===== src/rtl/instruction_fetch.sv =====
// Instruction fetch stage: walks a word-addressed instruction memory,
// holds one fetched instruction in an output register for decode,
// honours decode backpressure, branch redirects and halts on EBREAK.

`ifndef DATA_WIDTH
`define DATA_WIDTH 32
`endif

module instruction_fetch #(
    parameter logic [7:0]             RESET_ADDR  = 8'h00,
    parameter logic [`DATA_WIDTH-1:0] EBREAK_WORD = 32'h00100073
) (
    input  logic                   clk,
    input  logic                   rst_n,
    input  logic                   start,
    output logic [7:0]             imem_addr,
    input  logic [`DATA_WIDTH-1:0] imem_data,
    output logic [`DATA_WIDTH-1:0] inst_out,
    output logic [7:0]             pc_out,
    output logic                   inst_valid,
    input  logic                   inst_ready,
    input  logic                   redirect_valid,
    input  logic [7:0]             redirect_addr,
    output logic                   halted,
    output logic [15:0]            fetch_count
);

    typedef enum logic [1:0] {
        IDLE   = 2'd0,
        RUN    = 2'd1,
        HALTED = 2'd2
    } state_t;

    state_t                   state;
    state_t                   state_next;
    logic [7:0]               pc;
    logic                     transfer;
    logic                     redirect_take;
    logic                     load;
    logic                     load_is_ebreak;

    // Decode the per-cycle control events and choose the next FSM state.
    // A redirect outranks both a normal load and an EBREAK halt; IDLE
    // ignores everything except start.
    always_comb begin
        state_next     = state;
        transfer       = inst_valid && inst_ready;
        redirect_take  = 1'b0;
        load           = 1'b0;
        load_is_ebreak = 1'b0;

        case (state)
            IDLE: begin
                if (start) begin
                    state_next = RUN;
                end
            end
            RUN: begin
                if (redirect_valid) begin
                    redirect_take = 1'b1;
                    state_next    = RUN;
                end else if (!inst_valid || inst_ready) begin
                    load           = 1'b1;
                    load_is_ebreak = (imem_data == EBREAK_WORD);
                    if (load_is_ebreak) begin
                        state_next = HALTED;
                    end
                end
            end
            HALTED: begin
                if (redirect_valid) begin
                    redirect_take = 1'b1;
                    state_next    = RUN;
                end
            end
            default: begin
                state_next = IDLE;
            end
        endcase
    end

    // State register.
    always_ff @(posedge clk or negedge rst_n) begin
        if (!rst_n) begin
            state <= IDLE;
        end else begin
            state <= state_next;
        end
    end

    // Fetch pointer: jumps on redirect, advances by one word on each load
    // (8-bit, so the top of memory wraps to word 0), otherwise holds so the
    // memory address stays stable through a stall.
    always_ff @(posedge clk or negedge rst_n) begin
        if (!rst_n) begin
            pc <= RESET_ADDR;
        end else if (redirect_take) begin
            pc <= redirect_addr;
        end else if (load) begin
            pc <= pc + 8'd1;
        end
    end

    // Output register toward decode. A redirect flushes the held word;
    // a load captures the memory word and its address; a transfer with no
    // replacement empties the register.
    always_ff @(posedge clk or negedge rst_n) begin
        if (!rst_n) begin
            inst_out   <= '0;
            pc_out     <= 8'h00;
            inst_valid <= 1'b0;
        end else if (redirect_take) begin
            inst_valid <= 1'b0;
        end else if (load) begin
            inst_out   <= imem_data;
            pc_out     <= pc;
            inst_valid <= 1'b1;
        end else if (transfer) begin
            inst_valid <= 1'b0;
        end
    end

    // Count every instruction decode actually accepted, including one that
    // is accepted on the same edge as a redirect flush.
    always_ff @(posedge clk or negedge rst_n) begin
        if (!rst_n) begin
            fetch_count <= 16'h0000;
        end else if (transfer) begin
            fetch_count <= fetch_count + 16'd1;
        end
    end

    assign imem_addr = pc;
    assign halted    = (state == HALTED);

endmodule


===== config.mk =====
export PLATFORM = sky130hd
export DESIGN_NAME = instruction_fetch
export DESIGN_NICKNAME = d
export VERILOG_FILES = /design/src/rtl/instruction_fetch.sv
export SDC_FILE = /design/constraint.sdc
export NUM_CORES = 1
export LEC_CHECK = 0
export CAP_MARGIN = 20
export CORE_MARGIN = 2
export CORE_UTILIZATION = 60
export DETAILED_ROUTE_END_ITERATION = 7
export DONT_BUFFER_PORTS = 1
export GPL_TIMING_DRIVEN = 0
export PLACE_DENSITY = 0.77
export SLEW_MARGIN = 40
export SYNTH_ARGS = -nofsm -noshare
export SYNTH_HDL_FRONTEND = slang
export SYNTH_SLANG_ARGS = --single-unit
export TNS_END_PERCENT = 1

===== constraint.sdc =====
create_clock -name clk -period 5.6 [get_ports clk]
set_input_delay 1.12 -clock clk [delete_from_list [all_inputs] [get_ports clk]]
set_output_delay 1.12 -clock clk [all_outputs]
set_load 0.05 [all_outputs]

; ---- After elaboration in Yosys (flattened, before gate mapping)
; Cells that the tools add are included.
[op_classes]
n_addsub = 2
multipliers = 0
n_div = 0
magnitude_cmp = 0
eq_ne = 7
shifts = 0
muxes = 16
n_bitwise = 1
reduce_logical = 9
[ops]
columns = cell, count
row1 = "== test 32 x 21 -> 1 bit, second input constant", 1
row2 = "adder 16 x 1 -> 16 bit, second input constant", 1
row3 = two-way mux 8 bit, 2
row4 = two-way mux 2 bit, 5
row5 = "adder 8 x 1 -> 8 bit, second input constant", 1
row6 = two-way mux 1 bit, 8
row7 = "inequality test 3 bit, second input constant", 2
row8 = case mux 2 bit (3 select lines), 1
row9 = "inequality test 2 bit, second input constant", 2
row10 = AND reduction 4 bit, 1
row11 = nonzero test 3 bit, 1
row12 = "== test 2 x 1 -> 1 bit, second input constant", 1
row13 = "== test 2 bit, second input constant", 1
row14 = zero test 2 bit, 1
row15 = AND reduction 2 bit, 1
row16 = nonzero test 2 bit, 1
row17 = OR reduction 2 bit, 1
row18 = logical AND 1 bit, 1
row19 = zero test 1 bit, 1
row20 = logical OR 1 bit, 1
row21 = NOT 1 bit, 1
[totals]
ff_bits = 67
latchBits = 0
ramBits = 0
romBits = 0
input_bits = 45
out_inout_bits = 66
elab_cells = 41
n_memories = 0

; ---- Longest topological paths before layout
[depth]
word_depth = 7
depth_mapped = 7
depth_no_buf = 6

; ---- Worst setup path before layout
; OpenSTA, ideal clock, no wires.
[synth_path]
path_kind = input to register
startpoint = input imem_data[24]
endpoint = register state[1]
setup_ns = 0.124
arrival_time_ns = 2.129
required_time_ns = 5.476
path_slack_ns = 3.347
stages = 4
n_path_buf = 0
path_cell_list = nor4b_1 > nand4_1 > o311a_1 > a211o_1
[synth_between]
elab_chain_cells = 3
[synth_rtl]
columns = item, line_no
row1 = "start, declared", 17  ; input logic [`DATA_WIDTH-1:0] imem_data,
row2 = == test 32 x 21 -> 1 bit, 64  ; load_is_ebreak = (imem_data == EBREAK_WORD);
row3 = inequality test 3 bit (no source line), --
row4 = AND reduction 4 bit (no source line), --
row5 = "end signal, assigned", 87  ; state <= state_next;
row6 = "end, declared", 34  ; state_t state;
; No other way between the ends.
; A chain may end at the register's enable or synchronous reset.

; ---- Worst setup path in the final report
[layout_path]
startpoint = register state[0]
endpoint = output halted
[layout_between]
elab_chain_cells = 1
[layout_rtl]
columns = item, line_no
row1 = == test 2 bit, 134  ; assign halted = (state == HALTED);
row2 = "end, declared", 24  ; output logic halted,
; No other way between the ends.

==> flow_summary.json <==
{
  "status": "completed",
  "cpMaxStageDelayCell": "ha_1",
  "slew-limit-headroom_pct": 58.5,
  "die_h_um": 74.1,
  "met2RoutedLength_um": 2590,
  "drcViolationCount": 0,
  "initial_utilization_pct": 62.5,
  "drive_above_1_share_pct": 23.5,
  "final_common_cell": "dfrtp_1",
  "via_per_inst": 5.98,
  "place_area_um2": 3030,
  "grt_pass1_wl_um": 9110,
  "wl_per_cell_um": 17.9,
  "clock_path_buffers": 2,
  "cts_setup_buffers": 0,
  "io_buffers": 0,
  "regArea_um2": 1680,
  "regToRegStartpoint": "state[0]$_DFFE_PN0P_",
  "multi_input_area_um2": 1230,
  "syn_nets": 283,
  "fp.dieArea_um2": 5490,
  "slew_viol_final": 0,
  "drt_iter0_markers": 107,
  "cts_sinks": 67,
  "topRoutingLayerUsed": "met4",
  "place_worst_setup_slack_ns": 3.12,
  "yosys.area_share.adder_pct": 2.54,
  "grt_max_degree": 68,
  "syn_area_per_cell_um2": 12.7,
  "antenna_found_initial": 0,
  "clk_pin_slew_ns": 0.07,
  "fin_ws_ns": 3.13,
  "cp_cell_sequence": "inv_1 > ha_1",
  "ant_nets": 0,
  "arrival_ns": 1.35,
  "fin_nets": 294,
  "fillers": 361,
  "hold_viol_final": 0,
  "worst_slew_pin_slew_ns": 0.622,
  "grt_use_total_pct": 22.1,
  "cp.required_ns": 4.48,
  "clockRootBuffer": "clkbuf_8",
  "endpoint_kind": "output port",
  "cts_hold_buf": 0,
  "final_area_um2": 3210,
  "via_count": 1879,
  "crit_path_start_kind": "flop",
  "synthDistinctLibCells": 38,
  "critPathKind": "reg -> out",
  "cts_buffers": 9,
  "synthCells": 232,
  "syn_area_um2": 2950,
  "yosys_warnings": 0,
  "clk_latency_ns": 0.33,
  "rows": 25,
  "cts_tree": "yes",
  "fin_skew_ns": 0.00689,
  "synthToLayoutAreaGrowth_pct": 8.78,
  "synth_compound_area_share_pct": 5.56,
  "dr.pass1.iters": 4,
  "yosys.area_share.simple_pct": 14.0,
  "die_w_um": 74.1,
  "cp_max_fo": 4,
  "dpl.hpwl_um": 4130,
  "rsz0062_at_grt": "no",
  "finalSetupTns_ns": 0,
  "ys_ff_latch": 67,
  "period_share_pct": 44.1,
  "post-route-min-period_ns": 2.47,
  "finalWeightedCongestion": 0.827,
  "wl_met1_um": 2300,
  "synth_xor_area_share_pct": 5.05,
  "cts_resized": 0,
  "h-tree-depth": 3,
  "ioPinCount": 111,
  "synth_mux_area_share_pct": 14.5,
  "drv_cap": 0,
  "layout_common_cells": "dfrtp_1, mux2_2, nand2_1",
  "synth_top_family_by_area": "multiplexers",
  "slowest_delay_ns": 0.51,
  "antenna_cells": 0,
  "hold_class": "in -> async",
  "overflow": 0,
  "final_util_pct": 67.9,
  "routed_wl_um": 5620,
  "fmax_mhz": 405,
  "core_um2": 4720,
  "ys_seq_area_share_pct": 56.8,
  "setup_violations": 0,
  "crit_path_start": "state[0]$_DFFE_PN0P_",
  "wl_met3_um": 646,
  "grt_pass1_vias": 1923
}
-- kinds of logic (layout without fill, tap and decap cells) --
kind of cell,Yosys count,in the layout
xor gates and xnor gates,17,17
adders and majority gates,6,6
muxes,38,38
AOI/OAI and AO/OA,23,23
and+or+nand+nor,71,71
buffers and inverters,10,25
DFF,67,67
-- sequential cells by signal, indices dropped and copies added (netlist names) --
name / cells
fetch_count: 16
state: 2
pc_out: 8
imem_addr: 8
inst_out: 32
inst_valid: 1
-- per-stage QoR --
stage,hold slack [ns],cells
after floorplan,0.533,232
final,0.480,314
after global placement,0.571,299
after CTS,0.469,314
after global routing,0.460,314
after detailed placement,0.601,299
-- routing by layer --
metal  track usage, %  vias up
met1             27.4      912
met3             9.89       11
met4             9.70        0
met5                0        -
met2             33.5       82
li1                 -      874
-- cells in the mapped netlist --
master / count / area (um2)
mux2_2: 37 / 417
nor4_1: 7 / 43.8
a311oi_1: 1 / 8.76
or4_1: 3 / 22.5
nor4bb_1: 2 / 20.0
a222oi_1: 1 / 10.0
a31o_2: 1 / 8.76
nand2b_1: 2 / 12.5
nor3_1: 5 / 25.0
and4_1: 3 / 26.3
nand2_1: 14 / 52.6
and2b_4: 1 / 10.0
and2_2: 1 / 7.51
nor4b_1: 2 / 17.5
nor3b_1: 3 / 22.5
nor2_1: 5 / 18.8
a21o_1: 2 / 15.0
dfrtp_1: 67 / 1680
ha_1: 6 / 75.1
o21ai_0: 10 / 50.1
nand3_1: 8 / 40.0
inv_1: 4 / 15.0
a211o_1: 1 / 8.76
xor2_1: 9 / 78.8
o311a_1: 1 / 10.0
a32oi_1: 1 / 8.76
and3_1: 6 / 37.5
buf_2: 5 / 25.0
a221o_1: 3 / 30.0
xnor2_1: 8 / 70.1
nor2b_1: 2 / 12.5
clkbuf_1: 1 / 3.75
a211oi_1: 1 / 7.51
or2_2: 1 / 6.26
mux2_1: 1 / 11.3
a31oi_1: 1 / 6.26
nand4_1: 5 / 31.3
and2b_1: 1 / 7.51
-- worst max-delay path: cells and delay by family, from the launching register on --
kind | cells | cell delay, ns
DFF | 1 | 0.41
adders and majority gates | 1 | 0.51
buffers and inverters | 1 | 0.11
-- final cells by class --
class	instances	area share [%]
flip-flops and latches	67	52.2
inverters	4	0.468
well taps	67	2.61
clock buffers	12	4.21
multi-input cells	155	38.3
clock inverters	3	1.25
plain buffers	6	0.897
-- final timing paths --
kind | slack (ns) | depth (start not counted) | endpoint
min in group clk | 0.61 | 1 | state[1]$_DFFE_PN0P_
max in group asynchronous | 5.01 | 0 | state[0]$_DFFE_PN0P_
hold reg to reg | 0.61 | 1 | state[1]$_DFFE_PN0P_
hold / removal | 0.48 | 0 | fetch_count[9]$_DFFE_PN0P_
setup reg to reg | 3.35 | 6 | state[0]$_DFFE_PN0P_
setup / recovery | 3.13 | 2 | halted
Power is not shown: default switching activity piles up to over one toggle a cycle in this logic, so the estimate is an artifact.
